<file path="src/rtl/conv_mem_bridge_if.sv">
// conv_mem_bridge_if: engine request/response and word-bus signals of the CONV memory bridge
//  slave  : bridge view (takes req_*/bus_rdata/bus_ack, drives req_ready/rsp_*/bus_rd/bus_wstrb/bus_addr/bus_wdata)
//  master : engine + bus view (the opposite directions)
interface conv_mem_bridge_if #(
  parameter int DATA_W = 20,
  parameter int OFFS_W = 12,
  parameter int SEL_W  = 3
);
  logic              req_valid;
  logic              req_ready;
  logic              req_we;
  logic [SEL_W-1:0]  req_sel;
  logic [OFFS_W-1:0] req_offs;
  logic [DATA_W-1:0] req_wdata;
  logic              rsp_valid;
  logic [31:0]       rsp_rdata;
  logic              rsp_err;
  logic              bus_rd;
  logic [3:0]        bus_wstrb;
  logic [31:0]       bus_addr;
  logic [31:0]       bus_wdata;
  logic [31:0]       bus_rdata;
  logic              bus_ack;
  modport slave (
    input  req_valid, req_we, req_sel, req_offs, req_wdata, bus_rdata, bus_ack,
    output req_ready, rsp_valid, rsp_rdata, rsp_err, bus_rd, bus_wstrb, bus_addr, bus_wdata
  );
  modport master (
    output req_valid, req_we, req_sel, req_offs, req_wdata, bus_rdata, bus_ack,
    input  req_ready, rsp_valid, rsp_rdata, rsp_err, bus_rd, bus_wstrb, bus_addr, bus_wdata
  );
endinterface

</file>
<file path="src/rtl/conv_mem_bridge.sv">
// conv_mem_bridge: registered region/offset -> 32-bit word-bus bridge, one outstanding access, timeout and bad-region errors
//  clk, rst (sync, active-low); io (slave modport): req_* in, req_ready/rsp_* out, bus_* strobes/address/data out, bus_rdata/bus_ack in
module conv_mem_bridge #(
  parameter int          DATA_W      = 20,
  parameter int          OFFS_W      = 12,
  parameter int          NUM_REGIONS = 6,
  parameter int          SEL_W       = 3,
  parameter logic [31:0] BASE_ADDR   = 32'h0,
  parameter bit          SIGN_EXT    = 1'b0,
  parameter int          TIMEOUT     = 255
) (
  input logic              clk,
  input logic              rst,
  conv_mem_bridge_if.slave io
);
  localparam int CNT_W = $clog2(TIMEOUT + 1);
  localparam logic [31:0] HI_MASK = ~32'((64'd1 << DATA_W) - 64'd1);
  typedef enum logic [1:0] {IDLE, BUS, RESP} state_t;
  state_t      state_q, state_d;
  logic [CNT_W-1:0] cnt_q, cnt_d;
  logic        err_q, err_d, we_q, we_d;
  logic [31:0] rdata_q, rdata_d, ext_data, addr;
  logic        req_ready_q, req_ready_d, rsp_valid_q, rsp_valid_d, rsp_err_q, rsp_err_d;
  logic [31:0] rsp_rdata_q, rsp_rdata_d, bus_addr_q, bus_addr_d, bus_wdata_q, bus_wdata_d;
  logic        bus_rd_q, bus_rd_d;
  logic [3:0]  bus_wstrb_q, bus_wstrb_d;
  logic        unused_rdata;
  assign unused_rdata = ^io.bus_rdata;
  assign io.req_ready = req_ready_q;
  assign io.rsp_valid = rsp_valid_q;
  assign io.rsp_err   = rsp_err_q;
  assign io.rsp_rdata = rsp_rdata_q;
  assign io.bus_rd    = bus_rd_q;
  assign io.bus_wstrb = bus_wstrb_q;
  assign io.bus_addr  = bus_addr_q;
  assign io.bus_wdata = bus_wdata_q;
  always_comb begin
    ext_data = 32'(io.bus_rdata[DATA_W-1:0]) | ((SIGN_EXT && io.bus_rdata[DATA_W-1]) ? HI_MASK : 32'd0);
    addr = BASE_ADDR + (((32'(io.req_sel) << OFFS_W) + 32'(io.req_offs)) << 2);
    state_d = state_q;
    cnt_d = cnt_q;
    err_d = err_q;
    we_d = we_q;
    rdata_d = rdata_q;
    bus_addr_d = bus_addr_q;
    bus_wdata_d = bus_wdata_q;
    bus_rd_d = bus_rd_q;
    bus_wstrb_d = bus_wstrb_q;
    case (state_q)
      IDLE: if (req_ready_q && io.req_valid) begin
        rdata_d = 32'd0;
        if (32'(io.req_sel) < 32'(NUM_REGIONS)) begin
          state_d = BUS;
          cnt_d = '0;
          err_d = 1'b0;
          we_d = io.req_we;
          bus_addr_d = addr;
          bus_wdata_d = 32'(io.req_wdata);
          bus_rd_d = !io.req_we;
          bus_wstrb_d = {4{io.req_we}};
        end else begin
          state_d = RESP;
          err_d = 1'b1;
        end
      end
      BUS: begin
        cnt_d = cnt_q + 1'b1;
        if (io.bus_ack || cnt_q == CNT_W'(TIMEOUT - 1)) begin
          state_d = RESP;
          bus_rd_d = 1'b0;
          bus_wstrb_d = 4'h0;
          err_d = !io.bus_ack;
          rdata_d = (io.bus_ack && !we_q) ? ext_data : 32'd0;
        end
      end
      RESP: begin
        state_d = IDLE;
        cnt_d = '0;
      end
      default: state_d = IDLE;
    endcase
    req_ready_d = state_d == IDLE;
    rsp_valid_d = state_q == RESP;
    rsp_err_d = state_q == RESP && err_q;
    rsp_rdata_d = state_q == RESP ? rdata_q : 32'd0;
  end
  always_ff @(posedge clk) begin
    if (!rst) begin
      state_q <= IDLE;
      cnt_q <= '0;
      err_q <= 1'b0;
      we_q <= 1'b0;
      rdata_q <= 32'd0;
      req_ready_q <= 1'b0;
      rsp_valid_q <= 1'b0;
      rsp_err_q <= 1'b0;
      rsp_rdata_q <= 32'd0;
      bus_rd_q <= 1'b0;
      bus_wstrb_q <= 4'h0;
      bus_addr_q <= 32'd0;
      bus_wdata_q <= 32'd0;
    end else begin
      state_q <= state_d;
      cnt_q <= cnt_d;
      err_q <= err_d;
      we_q <= we_d;
      rdata_q <= rdata_d;
      req_ready_q <= req_ready_d;
      rsp_valid_q <= rsp_valid_d;
      rsp_err_q <= rsp_err_d;
      rsp_rdata_q <= rsp_rdata_d;
      bus_rd_q <= bus_rd_d;
      bus_wstrb_q <= bus_wstrb_d;
      bus_addr_q <= bus_addr_d;
      bus_wdata_q <= bus_wdata_d;
    end
  end
endmodule

</file>
<file path="src/flat_wrapper.sv">
// flat-port wrapper written by rule: the top's interface ports become plain ports
module conv_mem_bridge_flat 
#(
  parameter int          DATA_W      = 20,
  parameter int          OFFS_W      = 12,
  parameter int          NUM_REGIONS = 6,
  parameter int          SEL_W       = 3,
  parameter logic [31:0] BASE_ADDR   = 32'h0,
  parameter bit          SIGN_EXT    = 1'b0,
  parameter int          TIMEOUT     = 255
)
  (clk, rst, io_req_valid, io_req_we, io_req_sel, io_req_offs, io_req_wdata, io_bus_rdata, io_bus_ack, io_req_ready, io_rsp_valid, io_rsp_rdata, io_rsp_err, io_bus_rd, io_bus_wstrb, io_bus_addr, io_bus_wdata);
  conv_mem_bridge_if #(.DATA_W(DATA_W), .OFFS_W(OFFS_W), .SEL_W(SEL_W)) io_i ();
  input logic clk;
  input logic rst;
  input wire logic [$bits(io_i.req_valid)-1:0] io_req_valid;
  input wire logic [$bits(io_i.req_we)-1:0] io_req_we;
  input wire logic [$bits(io_i.req_sel)-1:0] io_req_sel;
  input wire logic [$bits(io_i.req_offs)-1:0] io_req_offs;
  input wire logic [$bits(io_i.req_wdata)-1:0] io_req_wdata;
  input wire logic [$bits(io_i.bus_rdata)-1:0] io_bus_rdata;
  input wire logic [$bits(io_i.bus_ack)-1:0] io_bus_ack;
  output wire logic [$bits(io_i.req_ready)-1:0] io_req_ready;
  output wire logic [$bits(io_i.rsp_valid)-1:0] io_rsp_valid;
  output wire logic [$bits(io_i.rsp_rdata)-1:0] io_rsp_rdata;
  output wire logic [$bits(io_i.rsp_err)-1:0] io_rsp_err;
  output wire logic [$bits(io_i.bus_rd)-1:0] io_bus_rd;
  output wire logic [$bits(io_i.bus_wstrb)-1:0] io_bus_wstrb;
  output wire logic [$bits(io_i.bus_addr)-1:0] io_bus_addr;
  output wire logic [$bits(io_i.bus_wdata)-1:0] io_bus_wdata;
  assign io_i.req_valid = io_req_valid;
  assign io_i.req_we = io_req_we;
  assign io_i.req_sel = io_req_sel;
  assign io_i.req_offs = io_req_offs;
  assign io_i.req_wdata = io_req_wdata;
  assign io_i.bus_rdata = io_bus_rdata;
  assign io_i.bus_ack = io_bus_ack;
  assign io_req_ready = io_i.req_ready;
  assign io_rsp_valid = io_i.rsp_valid;
  assign io_rsp_rdata = io_i.rsp_rdata;
  assign io_rsp_err = io_i.rsp_err;
  assign io_bus_rd = io_i.bus_rd;
  assign io_bus_wstrb = io_i.bus_wstrb;
  assign io_bus_addr = io_i.bus_addr;
  assign io_bus_wdata = io_i.bus_wdata;
  conv_mem_bridge #(.DATA_W(DATA_W), .OFFS_W(OFFS_W), .NUM_REGIONS(NUM_REGIONS), .SEL_W(SEL_W), .BASE_ADDR(BASE_ADDR), .SIGN_EXT(SIGN_EXT), .TIMEOUT(TIMEOUT)) u_core (.clk(clk), .rst(rst), .io(io_i));
endmodule
</file>
<file path="config.mk">
export PLATFORM = sky130hd
export DESIGN_NAME = conv_mem_bridge_flat
export DESIGN_NICKNAME = d
export VERILOG_FILES = /design/src/rtl/conv_mem_bridge_if.sv /design/src/rtl/conv_mem_bridge.sv /design/src/flat_wrapper.sv
export SDC_FILE = /design/constraint.sdc
export NUM_CORES = 1
export LEC_CHECK = 0
export CORE_ASPECT_RATIO = 1.25
export CORE_MARGIN = 2
export CORE_UTILIZATION = 40
export DETAILED_ROUTE_END_ITERATION = 12
export PLACE_DENSITY_LB_ADDON = 0.05
export SYNTH_ARGS = -nofsm -noshare
export SYNTH_HDL_FRONTEND = slang
export SYNTH_SLANG_ARGS = --single-unit
</file>
<file path="constraint.sdc">
create_clock -name clk -period 1.7 [get_ports clk]
set_input_delay 0.34 -clock clk [delete_from_list [all_inputs] [get_ports clk]]
set_output_delay 0.34 -clock clk [all_outputs]
set_load 0.1 [all_outputs]
</file>
==> results.md <==
* Outcome: finished, final reports clean
* Ports at 176
* Least-Margin Pin Slew at 0.658 ns
* FFs w/ async S/R, synth at 0%
* GRT Total Usage at 17.3%
* Final worst setup slack at 0.155 ns
* Worst VDD drop at a little under 0.6 mV
* Final Slew Violations at 0
* Leakage at between 2 and 2.5 nW
* Filler cells at 666
* Initial Utilization at roughly two fifths
* Drt total wl at 8080 µm
* Synth cell types at 36
* Die height at 109 µm
* Root Buffer: clkbuf_8
* Total core area at 8610 µm²
* Initial DRC count at 84
* Clock Sinks at just over 90
* GP Congestion at 0.778
* Global route overflow at 0
* Synth Flop Type: dfxtp_1
* Post-Syn Instances at between 300 and 400
* Post-synth EDFFs at 0
* Required time worst endpoint at 1.99 ns
* Clock power share at 34.7%
* Worst-path clk slew at 0.09 ns
* Synth warn at 0
* Finish-stage setup viols at 0
* Int Pwr at 3.74 mW
* RSZ-0062 raised after global routing: false
* # Post-CTS Setup Buffers at 0
* Data arrival, critical path at 1.83 ns
* Drc violations at 0
* Crit Path Category: register to register
* Pwr Density at 960 nW/µm²
* Initial antenna violation count at 0
* Setup WS pre-CTS at -0.200 ns
* Hold Path Stages at 1
* CTS Buf Count at 9
* Seq/Total Area, Yosys at 52.3%
* CP Launch Type: register
* Dominant cell by count in the synthesized netlist: dfxtp_1
* Combinational power share at 23.9%
* Psw at 1.75 mW
* Detail Placement HPWL at 5990 µm
* H-tree level count at 3
* Hold_buf cts at 0
* Max Used Layer: met4
* Synth top area cells: dfxtp_1 52%, buf_4 10%, nand2_1 7.7%
* Max Root-Sink Buffers at 2
* Synth Register Bits at 92
* IO Port Bufs at 122
* First-pass GRT wire length at ~13000 µm
* Die area at 9570 µm²
* Sw Share at 31.9%
* Clock skew at 0.00647 ns
* Worst-case reg-to-reg path depth at 6
* Area occupied by multi-input gates at 1380 µm²
* Final Core Density at 66.5%
* Synthesized area at between 3000 and 4000 µm²
* Pin count of the biggest net entering global routing at 34
* Diode count at 0
* Critical path fanouts, max at 33
* Relative slew slack at 55.6%
* F_max at 647 MHz
* Final period utilization at between 90% and 100%
* Worst-Skew Late Latency at 0.35 ns
* Total of max-cap violations at 0
* Flop pwr share at 41.4%
* Top cell type's share of synthesized area at 52.3%
* Vias in the first global route at 2639
* Commonest cells in the netlist: 92 x dfxtp_1, 72 x nand2_1, 47 x buf_4
* Post-DR wirelength/cell at 12.8 µm
* Post-route ant nets at 0
* Period minus WS final at 1.54 ns
* Worst hold path type: register to register
* Met1 WL at 3400 µm
* Row count at 38
* Register Area at 1840 µm²
* Met3 WL post-DR at ~640 µm
* Area grow syn2layout at 62.5%
* Die width at ~90 µm
* DR WL met2 at 3910 µm
* Biggest area consumer among synthesized cells: dfxtp_1
* DR pass1 iterations at 4
* Syn Area/Cell at slightly above 9 µm²
* DR vias/cell at 4.57
* CP endpoint kind: register
* Layout cells sized above 1 at between 20% and 30%
* CTS tree: built
* Post-CTS resize count at 0
* Via count at between 2000 and 3000
* Final Hold Fails at 0
* # nets final at 581
==> through the flow <==
stage | total power [mW] | cell area (µm²) | hold slack (ns) | setup TNS, ns | instances
global placement | 3.63 | 5450 | 0.435 | -8.51 | 616
detailed placement | 3.64 | 5450 | 0.440 | -10.34 | 616
finish | 5.49 | 5720 | 0.460 | 0 | 632
floorplan | 3.27 | 3670 | 0.431 | 0 | 421
global route | 5.70 | 5720 | 0.472 | 0 | 632
CTS | 5.55 | 5720 | 0.461 | 0 | 632
==> worst max-delay path, stage by stage (launching register included) <==
cell       delay [ns]
dfxtp_1          0.54
nand4bb_1        0.18
buf_4            0.16
nand2b_1         0.16
buf_12           0.20
nand2_1          0.07
a21oi_1          0.15
==> layout by cell type (no fill, tap or decap), types with 3 or more instances in the layout <==
| cell type | Yosys | routed |
|---|---|---|
| nand3_1 | 3 | 3 |
| o31ai_1 | 3 | 3 |
| or4_1 | 3 | 3 |
| o21ai_0 | 6 | 6 |
| a21oi_1 | 46 | 45 |
| nand4_1 | 3 | 3 |
| nor2_1 | 9 | 9 |
| conb_1 | 1 | 41 |
| inv_1 | 3 | 3 |
| nand2_1 | 72 | 72 |
| nor3_1 | 8 | 6 |
| buf_4 | 47 | 12 |
| dfxtp_1 | 92 | 90 |
| buf_12 | 0 | 69 |
| bufinv_16 | 0 | 4 |
| clkbuf_8 | 0 | 9 |
| clkdlybuf4s50_1 | 0 | 59 |
| a211oi_1 | 3 | 3 |
| and2_1 | 21 | 21 |
| a22o_1 | 20 | 20 |
==> final cells by class <==
type,instances,share of cell area [%]
Clock buffer,9,2.17
Clock inverter,7,2.54
Inverter,4,0.263
Multi-Input combinational cell,260,24.1
Sequential cell,92,32.2
Tap cell,120,2.63
Timing Repair Buffer,140,36.1
==> flip-flops by register name, summed over array words and instances, names as in the netlist <==
name,count
u_core.err_q,1
u_core.io.rsp_err,1
u_core.io.rsp_valid,1
u_core.io.rsp_rdata,20
u_core.io.bus_rd,1
u_core.cnt_q,8
u_core.we_q,1
u_core.rdata_q,20
u_core.io.req_ready,1
u_core.io.bus_addr,15
u_core.state_q,2
u_core.io.bus_wdata,20
u_core.io.bus_wstrb,1
==> cells by family after synthesis <==
| family | Yosys count | share of synthesized area, % |
|---|---|---|
| simple gates | 131 | 17.6 |
| other cells | 1 | 0.107 |
| buf+inv | 69 | 13.2 |
| compound gates | 86 | 16.1 |
| flops | 92 | 52.3 |
| fa+ha+maj | 2 | 0.711 |
==> power groups by stage <==
stage | combinational, mW | sequential (mW) | clock (mW)
floorplan | 0.676 | 2.60 | 0
global placement | 1.31 | 2.32 | 0
detailed placement | 1.31 | 2.33 | 0
CTS | 1.32 | 2.28 | 1.96
global route | 1.36 | 2.28 | 2.05
finish | 1.31 | 2.27 | 1.91
==> worst paths after layout <==
kind / start / endpoint / slack [ns]
setup / recovery: u_core.state_q[0] / u_core.io.bus_addr[13] / 0.16
hold / removal: u_core.rdata_q[3] / u_core.io.rsp_rdata[3] / 0.46
setup reg to reg: u_core.state_q[0] / u_core.io.bus_addr[13] / 0.16
hold reg to reg: u_core.rdata_q[3] / u_core.io.rsp_rdata[3] / 0.46
==> per-layer routing <==
metal	global-route usage (%)	up-vias
met5	0	-
met4	7.47	0
met3	5.68	12
met2	27.5	109
met1	21.2	1317
li1	-	1453
No activity file was read; power rests on OpenSTA's default activity.
